<file path="src/rtl/ysyx_23060240_csr_writer.sv">
// ysyx_23060240_csr_writer
//   Write side of the machine-mode CSR file (mstatus/mtvec/mepc/mcause).
//   It runs CSRRW/CSRRS/CSRRC read-modify-writes, ECALL trap entry and MRET
//   return, one request at a time, through IDLE -> EXEC -> RESP.
// Ports:
//   clk, rst            clock, synchronous active-high reset
//   req_*               request handshake and payload from EXU (captured in IDLE)
//   rsp_*               response to WBU: old CSR value, redirect, illegal flag
//   csr_*               current architectural CSR state for the read port
module ysyx_23060240_csr_writer #(
  parameter logic [31:0] MSTATUS_RST  = 32'h0000_1800,
  parameter logic [31:0] MCAUSE_ECALL = 32'h0000_000b
) (
  input  logic        clk,
  input  logic        rst,
  input  logic        req_valid,
  output logic        req_ready,
  input  logic [2:0]  req_op,
  input  logic [11:0] req_addr,
  input  logic [31:0] req_src,
  input  logic        req_src_zero,
  input  logic [31:0] req_pc,
  output logic        rsp_valid,
  input  logic        rsp_ready,
  output logic [31:0] rsp_rdata,
  output logic        rsp_redirect,
  output logic [31:0] rsp_target,
  output logic        rsp_illegal,
  output logic [31:0] csr_mstatus,
  output logic [31:0] csr_mtvec,
  output logic [31:0] csr_mepc,
  output logic [31:0] csr_mcause
);

  localparam logic [2:0] OP_CSRRW = 3'b001;
  localparam logic [2:0] OP_CSRRS = 3'b010;
  localparam logic [2:0] OP_CSRRC = 3'b011;
  localparam logic [2:0] OP_ECALL = 3'b100;
  localparam logic [2:0] OP_MRET  = 3'b101;

  localparam logic [31:0] MPP_MASK = 32'h0000_1800;

  typedef enum logic [1:0] {IDLE, EXEC, RESP} state_e;

  state_e      state_q, state_d;
  logic [2:0]  op_q;
  logic [11:0] addr_q;
  logic [31:0] src_q, pc_q;
  logic        zero_q;

  logic [31:0] mstatus_q, mstatus_d;
  logic [31:0] mtvec_q, mtvec_d;
  logic [31:0] mepc_q, mepc_d;
  logic [31:0] mcause_q, mcause_d;

  logic [31:0] rdata_q, rdata_d;
  logic        redirect_q, redirect_d;
  logic [31:0] target_q, target_d;
  logic        illegal_q, illegal_d;

  logic [31:0] old_val, wr_val;
  logic        addr_ok;

  // FSM next state
  always_comb begin
    state_d = state_q;
    unique case (state_q)
      IDLE:    if (req_valid) state_d = EXEC;
      EXEC:    state_d = RESP;
      RESP:    if (rsp_ready) state_d = IDLE;
      default: state_d = IDLE;
    endcase
  end

  // Selected CSR and the read-modify-write value
  always_comb begin
    old_val = '0;
    addr_ok = 1'b1;
    unique case (addr_q)
      12'h300: old_val = mstatus_q;
      12'h305: old_val = mtvec_q;
      12'h341: old_val = mepc_q;
      12'h342: old_val = mcause_q;
      default: addr_ok = 1'b0;
    endcase
    unique case (op_q)
      OP_CSRRS: wr_val = old_val | src_q;
      OP_CSRRC: wr_val = old_val & ~src_q;
      default:  wr_val = src_q;
    endcase
  end

  // CSR updates and response registers; only EXEC changes anything
  always_comb begin
    mstatus_d  = mstatus_q;
    mtvec_d    = mtvec_q;
    mepc_d     = mepc_q;
    mcause_d   = mcause_q;
    rdata_d    = rdata_q;
    redirect_d = redirect_q;
    target_d   = target_q;
    illegal_d  = illegal_q;
    if (state_q == EXEC) begin
      rdata_d    = '0;
      redirect_d = 1'b0;
      target_d   = '0;
      illegal_d  = 1'b0;
      unique case (op_q)
        OP_CSRRW, OP_CSRRS, OP_CSRRC: begin
          if (!addr_ok) begin
            illegal_d = 1'b1;
          end else begin
            rdata_d = old_val;
            // Set/clear with a zero source is a pure read
            if (op_q == OP_CSRRW || !zero_q) begin
              unique case (addr_q)
                12'h300: mstatus_d = wr_val | MPP_MASK;
                12'h305: mtvec_d   = wr_val;
                12'h341: mepc_d    = wr_val & ~32'h3;
                default: mcause_d  = wr_val;
              endcase
            end
          end
        end
        OP_ECALL: begin
          mepc_d       = pc_q & ~32'h3;
          mcause_d     = MCAUSE_ECALL;
          mstatus_d[7] = mstatus_q[3];
          mstatus_d[3] = 1'b0;
          redirect_d   = 1'b1;
          target_d     = mtvec_q;
        end
        OP_MRET: begin
          mstatus_d[3] = mstatus_q[7];
          mstatus_d[7] = 1'b1;
          redirect_d   = 1'b1;
          target_d     = mepc_q;
        end
        default: illegal_d = 1'b1;
      endcase
    end
  end

  always_ff @(posedge clk) begin
    if (rst) begin
      state_q    <= IDLE;
      mstatus_q  <= MSTATUS_RST;
      mtvec_q    <= '0;
      mepc_q     <= '0;
      mcause_q   <= MCAUSE_ECALL;
      rdata_q    <= '0;
      redirect_q <= 1'b0;
      target_q   <= '0;
      illegal_q  <= 1'b0;
      op_q       <= '0;
      addr_q     <= '0;
      src_q      <= '0;
      pc_q       <= '0;
      zero_q     <= 1'b0;
    end else begin
      state_q    <= state_d;
      mstatus_q  <= mstatus_d;
      mtvec_q    <= mtvec_d;
      mepc_q     <= mepc_d;
      mcause_q   <= mcause_d;
      rdata_q    <= rdata_d;
      redirect_q <= redirect_d;
      target_q   <= target_d;
      illegal_q  <= illegal_d;
      if (state_q == IDLE && req_valid) begin
        op_q   <= req_op;
        addr_q <= req_addr;
        src_q  <= req_src;
        pc_q   <= req_pc;
        zero_q <= req_src_zero;
      end
    end
  end

  assign req_ready    = (state_q == IDLE);
  assign rsp_valid    = (state_q == RESP);
  assign rsp_rdata    = rdata_q;
  assign rsp_redirect = redirect_q;
  assign rsp_target   = target_q;
  assign rsp_illegal  = illegal_q;
  assign csr_mstatus  = mstatus_q;
  assign csr_mtvec    = mtvec_q;
  assign csr_mepc     = mepc_q;
  assign csr_mcause   = mcause_q;

endmodule

</file>
<file path="config.mk">
export PLATFORM = sky130hd
export DESIGN_NAME = ysyx_23060240_csr_writer
export DESIGN_NICKNAME = d
export VERILOG_FILES = /design/src/rtl/ysyx_23060240_csr_writer.sv
export SDC_FILE = /design/constraint.sdc
export NUM_CORES = 1
export LEC_CHECK = 0
export CORE_ASPECT_RATIO = 2
export CORE_MARGIN = 5
export CORE_UTILIZATION = 55
export CTS_CLUSTER_SIZE = 40
export DETAILED_ROUTE_END_ITERATION = 16
export GPL_TIMING_DRIVEN = 0
export PLACE_DENSITY_LB_ADDON = 0.15
export SYNTH_ARGS = -nofsm -noshare
export SYNTH_HDL_FRONTEND = slang
export SYNTH_SLANG_ARGS = --single-unit
</file>
<file path="constraint.sdc">
create_clock -name clk -period 5.1 [get_ports clk]
set_input_delay 1.02 -clock clk [delete_from_list [all_inputs] [get_ports clk]]
set_output_delay 1.02 -clock clk [all_outputs]
set_load 0.02 [all_outputs]
</file>
==> impl_metrics.csv, run 1 <==
group,metric,value,unit
sta,drv_slew,0,
placement,placed_cells,2163,
floorplan,fp.coreArea,22700,sq um
critical_path,crit_arrival,3.83,ns
placement,placed_area,15800,sq um
route,ant_nets,0,
synth,synth_area_leaders,"dfxtp_1 43%, nand2_1 8.5%, a21oi_1 6.9%",
floorplan,die_width,117,um
synth,synthArstFlopShare,0,%
route,drc,0,
route,wl_per_cell,27.9,um
layout,synthToLayoutAreaGrowth,31.0,%
floorplan,num_rows,78,
flow_run,cap_violations,0,
power_and_ir_drop,pwr-share-seq,45.4,%
placement,portBuffers,272,
critical_path,timing.rr.start,"op_q[2]",
floorplan,start_util,55.8,%
clocking,htreeDepth,1,
power_and_ir_drop,swShare,28.7,%
clocking,hold_buffers,0,
placement,gp_congestion,1.04,
sta,relSlewSlack,18.1,%
critical_path,cp_common_cell,"clkbuf_1",
clocking,postCtsSetupBuffers,0,
sta,finalClockSkew,0.0289,ns
sta,timing.final.crit_share,67.5,%
critical_path,cp_max_fo,10,
critical_path,required,5.49,ns
synth,syn_area_per_cell,7.88,sq um
layout,layout-drive-gt1-share,5.13,%
route,route.vias.total,15100,
clocking,clock_path_buffers,3,
clocking,clk_latency,0.57,ns
sta,hold_viol,0,
power_and_ir_drop,switching_power,1.41,mW
grt,grt_overflow,0,
critical_path,timing.rr.end,"csr_mtvec[23]",
power_and_ir_drop,power.share.clock,41.0,%
critical_path,r2r_slack,1.66,ns
power_and_ir_drop,p_per_area,295,nW/um^2
sta,post-route-min-period,3.44,ns
clocking,cts_resized,0,
route,drt-initial-drc-count,2133,
clocking,root_buffer,"clkbuf_16",
synth,synth_flop_cell,"dfxtp_1",
sta,worst_pin_slew,1.23,ns
sta,setup_tns,0,ns
run_status,outcome,"complete, no violations",
power_and_ir_drop,ir_drop,0.360,mV
clocking,cts_inserted_buffers,25,
critical_path,ff2ff_path_depth,6,
critical_path,cp_cell_sequence,"o21ba_2 > clkbuf_1 > nand3_1 > a2111oi_4 > clkbuf_1 > a211oi_1",
sta,finalSetupViolCount,0,
power_and_ir_drop,power.total,4.91,mW
critical_path,cpPeakStageDelay,0.95,ns
power_and_ir_drop,pwr-share-comb,13.6,%
placement,hpwlAfterDp,44700,um
synth,yosys.cell_types.count,53,
synth,ys_ff_latch,270,
clocking,clkTransAtPathRegs,0.07,ns
critical_path,crit_type,"reg2reg",
synth,synth_edf_count,0,
route,firstDrtPassIters,7,
grt,grt_pass1_wl,91400,um
synth,netlist_area,12700,sq um
layout,diodes,0,
worst_hold_path,hold_end,"rsp_rdata[14]",
grt,track_usage,44.8,%
synth,synth_cells,1609,
route,vias_per_cell,6.84,
layout,nNetsFinal,1994,
grt,grt_max_degree,16,
clocking,clkSinkCount,270,
synth,yosysSeqAreaShare,42.6,%
worst_hold_path,hold_depth,2,
critical_path,cpMaxStageDelayCell,"a2111oi_4",
sta,rsz0062_at_grt,"no",
floorplan,die_height,225,um
floorplan,io_pins,280,
sta,max_freq,290,MHz
grt,grt_pass1_vias,15000,
route,wirelength,61700,um
clocking,tritoncts,"yes",
layout,stdcell_count,2209,
grt,antenna_found_initial,0,
worst_hold_path,min-delay-path-class,"reg2reg",
worst_hold_path,min_from,"rsp_rdata[14]",
layout,design_area,16600,sq um
critical_path,critPathCaptureType,"register",
power_and_ir_drop,cellInternalPower,3.50,mW
synth,synth_top_area_share,42.6,%
critical_path,cp-start-kind,"register",
synth,ys.warnings.count,0,
power_and_ir_drop,p_leak,5.86,nW
synth,synth_largest_area_cell,"dfxtp_1",
floorplan,die-area,26400,sq um
flip-flops by register name, summed over array words and instances (netlist names), 2 cells and up:
name,flops
addr_q,12
csr_mepc,30
csr_mcause,32
state_q,2
rsp_rdata,32
csr_mstatus,30
rsp_target,32
src_q,32
op_q,3
csr_mtvec,32
pc_q,30
layout by cell type (no fill, tap or decap), types with 5 or more instances in the layout:
cell,n
nand2_1,287
clkdlybuf4s50_1,272
dfxtp_1,270
nor2_1,180
a21oi_1,175
clkbuf_1,133
and3b_1,54
a211oi_1,54
o211ai_1,50
o21ai_0,47
a22oi_1,38
nand3_1,31
a31oi_1,31
and2_1,31
mux2_2,30
a311oi_1,30
o21ai_1,29
a32o_1,25
clkbuf_16,25
buf_2,14
nand2b_1,12
and3_1,10
buf_1,8
o21bai_1,6
nor2b_1,6
clkinv_2,6
nor3b_1,5
inv_1,5
clkbuf_8,5
worst max-delay path by stage:
stage | startpoint | end | slack [ns] | depth (start not counted)
6_report | op_q[2] | csr_mtvec[23] | 1.66 | 6
5_1_grt | op_q[0] | csr_mcause[29] | 1.74 | 7
4_1_cts | op_q[0] | csr_mcause[29] | 1.86 | 7
3_5_place_dp | req_valid | src_q[24] | 1.72 | 7
3_3_place_gp | req_valid | src_q[24] | 1.71 | 7
2_1_floorplan | rst | csr_mcause[10] | 2.87 | 5
kinds of logic (layout without fill, tap and decap cells):
family | count (synthesis) | count (layout) | synth area share (%)
compound gates | 508 | 508 | 26.0
xor+xnor | 1 | 1 | 0.0691
other cells | 2 | 4 | 0.0592
mux | 30 | 30 | 2.66
buf+inv | 159 | 477 | 4.96
simple gates | 639 | 639 | 23.6
flops | 270 | 270 | 42.6
per-stage QoR:
step	util [%]	setup slack (ns)	hold slack, ns
floorplan	-	2.87	0.437
global placement	69.3	1.71	0.441
detailed placement	69.3	1.72	0.446
CTS	73.0	1.86	0.454
global route	73.0	1.74	0.469
finish	73.0	1.66	0.454
metal layers:
layer / global-route usage (%) / up-vias / share of wire (%)
li1: - / 6341 / -
met3: 11.0 / 485 / 11
met2: 74.4 / 1335 / 47
met4: 39.2 / 0 / 11
met1: 46.8 / 6953 / 30
met5: 0 / - / 0
synthesized netlist by cell type (3+ instances only):
| library cell | number |
|---|---|
| nand4_1 | 4 |
| clkbuf_1 | 128 |
| nand2_1 | 287 |
| o21bai_1 | 6 |
| nor3b_1 | 5 |
| nor2b_1 | 6 |
| and3_1 | 10 |
| nand3_1 | 31 |
| nand2b_1 | 12 |
| and3b_1 | 54 |
| nor3_1 | 4 |
| a31oi_1 | 31 |
| buf_1 | 8 |
| mux2_2 | 30 |
| inv_1 | 5 |
| buf_4 | 4 |
| a22oi_1 | 38 |
| o21ai_1 | 29 |
| a2111oi_0 | 4 |
| and2_1 | 31 |
| a211oi_1 | 54 |
| o21ba_2 | 3 |
| nor2_1 | 180 |
| o21ai_0 | 47 |
| dfxtp_1 | 270 |
| a21oi_1 | 175 |
| buf_2 | 14 |
| a32o_1 | 25 |
| o211ai_1 | 50 |
| a311oi_1 | 30 |
worst max-delay path, delay by kind of cell, from the launching register on:
kind                   cells  cell delay, ns
AO/OA/AOI/OAI              3            1.37
buffers and inverters      2            1.24
flip-flops                 1            0.34
AND/OR/NAND/NOR            1            0.30
area by class of cell:
class	count	area [sq um]
multi-input combinational	1182	6650
clock buffer	35	713
tap	280	350
fill	1693	6130
clock inverter	11	136
inverter	5	18.8
buffer	154	611
sequential	270	5410
timing repair buffer	272	2720
power groups by stage:
| stage | sequential (mW) | combinational, mW | clock [mW] |
|---|---|---|---|
| finish | 2.23 | 0.667 | 2.01 |
| global placement | 2.27 | 0.619 | 0 |
| CTS | 2.22 | 0.631 | 1.98 |
| detailed placement | 2.27 | 0.627 | 0 |
| global route | 2.23 | 0.686 | 2.07 |
| floorplan | 2.27 | 0.316 | 0 |
Note: power is estimated with default switching activity, not from simulation.
==> run 2, diff against run 1 <==
--- a/config.mk
+++ b/config.mk
@@ -7,7 +7,7 @@
 export LEC_CHECK = 0
 export CORE_ASPECT_RATIO = 2
 export CORE_MARGIN = 5
-export CORE_UTILIZATION = 55
+export CORE_UTILIZATION = 46
 export CTS_CLUSTER_SIZE = 40
 export DETAILED_ROUTE_END_ITERATION = 16
 export GPL_TIMING_DRIVEN = 0
==> constraint.sdc (replaced) <==
create_clock -name clk -period 2.78 [get_ports clk]
set_input_delay 0.556 -clock clk [delete_from_list [all_inputs] [get_ports clk]]
set_output_delay 0.556 -clock clk [all_outputs]
set_load 0.02 [all_outputs]
==> impl_metrics.csv, run 2 (same netlist as run 1, synthesis figures left out) <==
group,metric,value,unit
route,drt-initial-drc-count,1499,
layout,fillCellCount,2567,
clocking,tritoncts,"yes",
sta,rsz0062_at_grt,"no",
grt,grt_overflow,0,
placement,portBuffers,272,
route,route.vias.total,14500,
placement,placed_area,15800,sq um
placement,placed_cells,2235,
layout,synthToLayoutAreaGrowth,32.3,%
critical_path,cp-start-kind,"register",
floorplan,die_height,245,um
route,vias_per_cell,6.37,
placement,gp_congestion,1.04,
floorplan,die-area,31200,sq um
floorplan,io_pins,280,
clocking,clk_latency,0.56,ns
layout,layout-drive-gt1-share,7.26,%
clocking,clkTransAtPathRegs,0.06,ns
power_and_ir_drop,ir_drop,0.592,mV
layout,final_common_cell,"nand2_1",
sta,max_freq,364,MHz
clocking,hold_buffers,0,
flow_run,cap_violations,0,
floorplan,die_width,127,um
critical_path,critPathCaptureType,"register",
critical_path,cp_max_fo,10,
grt,grt_max_degree,15,
critical_path,crit_type,"reg2reg",
route,firstDrtPassIters,5,
route,wirelength,62500,um
sta,worst_pin_slew,1.01,ns
worst_hold_path,hold_depth,2,
clocking,root_buffer,"clkbuf_16",
sta,timing.final.crit_share,98.9,%
clocking,clkSinkCount,270,
layout,stdcell_count,2283,
floorplan,num_rows,86,
run_status,outcome,"complete, no violations",
grt,grt_pass1_wl,90100,um
sta,hold_viol,0,
placement,hpwlAfterDp,46200,um
route,wl_per_cell,27.4,um
floorplan,start_util,46.2,%
critical_path,r2r_slack,0.03,ns
clocking,cts_inserted_buffers,25,
grt,track_usage,38.7,%
sta,relSlewSlack,32.7,%
sta,finalSetupViolCount,0,
grt,grt_pass1_vias,14500,
floorplan,fp.coreArea,27400,sq um
power_and_ir_drop,p_leak,5.99,nW
layout,nNetsFinal,1997,
critical_path,ff2ff_path_depth,7,
route,drc,0,
layout,design_area,16800,sq um
worst_hold_path,min-delay-path-class,"reg2reg",
sta,finalClockSkew,0.0148,ns
critical_path,required,3.17,ns
sta,post-route-min-period,2.75,ns
clocking,htreeDepth,1,
grt,antenna_found_initial,1,
layout,finish.utilization,61.1,%
critical_path,crit_arrival,3.14,ns
power_and_ir_drop,p_per_area,525,nW/um^2
layout,layout_common_cells,"287 x nand2_1, 272 x clkdlybuf4s50_1, 270 x dfxtp_1",
sta,drv_slew,0,
route,ant_nets,0,
clocking,clock_path_buffers,3,
[run 2: stage by stage]
| step | setup WS, ns | setup TNS [ns] | hold WS (ns) | power, mW |
|---|---|---|---|---|
| 2_1_floorplan | 0.715 | 0 | 0.437 | 4.74 |
| 5_1_grt | 0.0218 | 0 | 0.472 | 9.01 |
| 6_report | 0.0298 | 0 | 0.452 | 8.81 |
| 4_1_cts | 0.00441 | 0 | 0.453 | 8.75 |
| 3_3_place_gp | -0.711 | -46.31 | 0.440 | 5.33 |
| 3_5_place_dp | -0.761 | -46.05 | 0.444 | 5.34 |
[run 2: path summary, 6_finish.rpt]
| kind | startpoint | endpoint |
|---|---|---|
| max | op_q[1] | csr_mstatus[30] |
| min | rsp_rdata[18] | rsp_rdata[18] |
| max reg2reg | op_q[1] | csr_mstatus[30] |
| min reg2reg | rsp_rdata[18] | rsp_rdata[18] |
[run 2: layout make-up]
type	instances	area (sq um)	share of cell area [%]
diodes	2	5.00	0.0298
plain buffers	152	658	3.92
clock buffers	37	741	4.42
clock inverters	6	55.1	0.328
inverters	5	18.8	0.112
multi-input cells	1182	6660	39.7
flip-flops and latches	270	5410	32.2
well taps	352	440	2.63
repair buffers	277	2790	16.6
[run 2: repair_timing]
item,4_1_cts,5_1_grt
setup endpoints to repair,148,141
gates resized for setup,28,25
pin swaps,1,2
buffers inserted,2,3
[run 2: metal layers]
metal / vias up / global-route usage (%) / share of wire [%] / wire [um]
li1: 6347 / - / - / -
met1: 6823 / 40.7 / 33 / 20600
met2: 1029 / 65.7 / 49 / 30500
met3: 345 / 6.23 / 8.4 / 5260
met4: 0 / 33.5 / 9.9 / 6210
met5: - / 0 / 0 / 0
[run 2: critical path, cell delays in order, from the launching register on]
cell and delay [ns]:
dfxtp_1 0.44, clkbuf_1 0.45, nand3b_1 0.20, clkbuf_2 0.34, clkbuf_1 0.43, a32o_1 0.33
a31oi_1 0.25, a211oi_1 0.12
[run 2: power by group]
group	switching [mW]	total (mW)	internal, mW
Combinational	0.839	1.23	0.395
Sequential	0.117	4.09	3.97
Clock	1.57	3.49	1.93
Total	2.52	8.81	6.29
==> run 3, diff against run 2 <==
--- a/config.mk
+++ b/config.mk
@@ -5,11 +5,13 @@
 export SDC_FILE = /design/constraint.sdc
 export NUM_CORES = 1
 export LEC_CHECK = 0
-export CORE_ASPECT_RATIO = 2
+export CAP_MARGIN = 40
+export CORE_ASPECT_RATIO = 0.5
 export CORE_MARGIN = 5
 export CORE_UTILIZATION = 46
 export CTS_CLUSTER_SIZE = 40
 export DETAILED_ROUTE_END_ITERATION = 16
+export GPL_ROUTABILITY_DRIVEN = 0
 export GPL_TIMING_DRIVEN = 0
 export PLACE_DENSITY_LB_ADDON = 0.15
 export SYNTH_ARGS = -nofsm -noshare
==> impl_metrics.csv, run 3 (same netlist as run 1, synthesis figures left out) <==
group,metric,value,unit
run_status,violations,"negative setup slack",
clocking,cts_inserted_buffers,25,
sta,finalClockSkew,0.0158,ns
layout,stdcell_count,2282,
sta,setup_tns,-0.406,ns
critical_path,cp_max_fo,10,
route,wl_per_cell,25.2,um
critical_path,crit_family,"buffers and inverters",
run_status,outcome,"complete, but fails checks",
route,vias_per_cell,6.36,
sta,hold_viol,0,
clocking,htreeDepth,1,
critical_path,critPathCaptureType,"register",
critical_path,cpMaxStageDelayCell,"clkbuf_1",
power_and_ir_drop,power.total,8.92,mW
critical_path,critPathBufInv,3,
power_and_ir_drop,p_leak,5.98,nW
sta,setup_slack,-0.0857,ns
power_and_ir_drop,p_per_area,532,nW/um^2
floorplan,die_width,245,um
floorplan,num_rows,42,
route,drt-initial-drc-count,2120,
sta,drv_slew,0,
critical_path,r2r_slack,-0.09,ns
floorplan,fp.coreArea,26800,sq um
grt,grt_pass1_vias,13100,
route,firstDrtPassIters,8,
floorplan,io_pins,280,
route,wirelength,57500,um
critical_path,required,3.18,ns
layout,nNetsFinal,1998,
flow_run,cap_violations,0,
critical_path,cp_cell_sequence,"clkbuf_1 > nand2b_1 > clkbuf_1 > clkbuf_2 > nor2_1 > a32o_1 > a31oi_1 > a211oi_1",
route,drc,0,
worst_hold_path,min-delay-path-class,"reg2reg",
grt,antenna_found_initial,3,
critical_path,cpPeakStageDelay,0.43,ns
placement,hpwlAfterDp,42200,um
placement,placed_cells,2237,
grt,met2_usage,50.8,%
sta,rsz0062_at_grt,"no",
grt,grt_overflow,0,
clocking,root_buffer,"clkbuf_16",
grt,gr-usage-met3,11.4,%
floorplan,die_height,127,um
layout,final_common_cell,"nand2_1",
clocking,clock_path_buffers,3,
floorplan,start_util,47.3,%
power_and_ir_drop,ir_drop,0.428,mV
grt,use_met1,47.8,%
clocking,tritoncts,"yes",
clocking,clk_latency,0.57,ns
sta,worst_pin_slew,1.05,ns
clocking,clkTransAtPathRegs,0.07,ns
route,ant_nets,0,
grt,grt_max_degree,16,
sta,max_freq,349,MHz
clocking,hold_buffers,0,
grt,top_usage_layer,"met2",
layout,finish.utilization,62.6,%
sta,timing.final.crit_share,103,%
layout,layout_common_cells,"287 x nand2_1, 272 x clkdlybuf4s50_1, 270 x dfxtp_1",
grt,grt_pass1_wl,82800,um
layout,layout-drive-gt1-share,7.00,%
clocking,clkSinkCount,270,
sta,relSlewSlack,30.1,%
placement,portBuffers,272,
layout,synthToLayoutAreaGrowth,32.3,%
critical_path,cp-start-kind,"register",
critical_path,cp_common_cell,"clkbuf_1",
grt,track_usage,34.8,%
route,route.vias.total,14500,
critical_path,crit_arrival,3.26,ns
sta,finalSetupViolCount,14,
floorplan,die-area,31200,sq um
critical_path,crit_type,"reg2reg",
sta,post-route-min-period,2.87,ns
## run 3: cell types whose count changed in the layout (fill, tap and decap cells not counted), sizes merged
| cell | previous run | this run |
|---|---|---|
| buf | 30 | 31 |
| bufinv | 1 | 2 |
| clkbuf | 163 | 162 |
| clkdlybuf4s15 | 1 | 0 |
| clkinv | 5 | 4 |
| diode | 2 | 1 |
| inv | 5 | 6 |
## run 3: final timing paths
check | startpoint | endpoint | cells after the start
max | op_q[2] | csr_mstatus[27] | 8
min | rsp_rdata[15] | rsp_rdata[15] | 2
max reg2reg | op_q[2] | csr_mstatus[27] | 8
min reg2reg | rsp_rdata[15] | rsp_rdata[15] | 2
## run 3: where the power goes
group          switching (mW)  internal [mW]
sequential              0.115           3.97
combinational           0.817          0.388
clock                    1.59           2.04
## run 3: layout make-up
| type | instances | area, sq um |
|---|---|---|
| diodes | 1 | 2.50 |
| plain buffers | 152 | 643 |
| clock buffers | 35 | 743 |
| clock inverters | 7 | 88.8 |
| fillers | 2451 | 10000 |
| inverters | 5 | 18.8 |
| multi-input cells | 1182 | 6660 |
| flip-flops and latches | 270 | 5410 |
| well taps | 352 | 440 |
| repair buffers | 278 | 2780 |
## run 3: layer usage
layer,part of all wire [%],wire length [um],up-vias
met5,0,0,-
met4,4.8,2760,0
met3,14,8240,230
met2,41,23300,1067
met1,40,23200,6863
li1,-,-,6353
## run 3: repair_timing
item                                   CTS  global route
setup endpoints to repair              128           151
gates resized for setup                 14            34
buffers inserted                         0             3
pin swaps                                0             2
endpoints found under the hold margin    0             0
## run 3: per-stage QoR
| stage | setup slack, ns | instance area, sq um | hold slack (ns) |
|---|---|---|---|
| 5_1_grt | 0.00567 | 16800 | 0.474 |
| 4_1_cts | 0.000265 | 16700 | 0.451 |
| 6_report | -0.0857 | 16800 | 0.453 |
| 3_3_place_gp | -0.489 | 15800 | 0.439 |
| 3_5_place_dp | -0.315 | 15900 | 0.443 |
| 2_1_floorplan | 0.715 | 12700 | 0.437 |
## run 3: tightest hold or removal path: cells and delay by family, from the launching register on
kind / cells / cell delay, ns
compound gates: 1 / 0.05
simple gates: 1 / 0.05
flops: 1 / 0.31
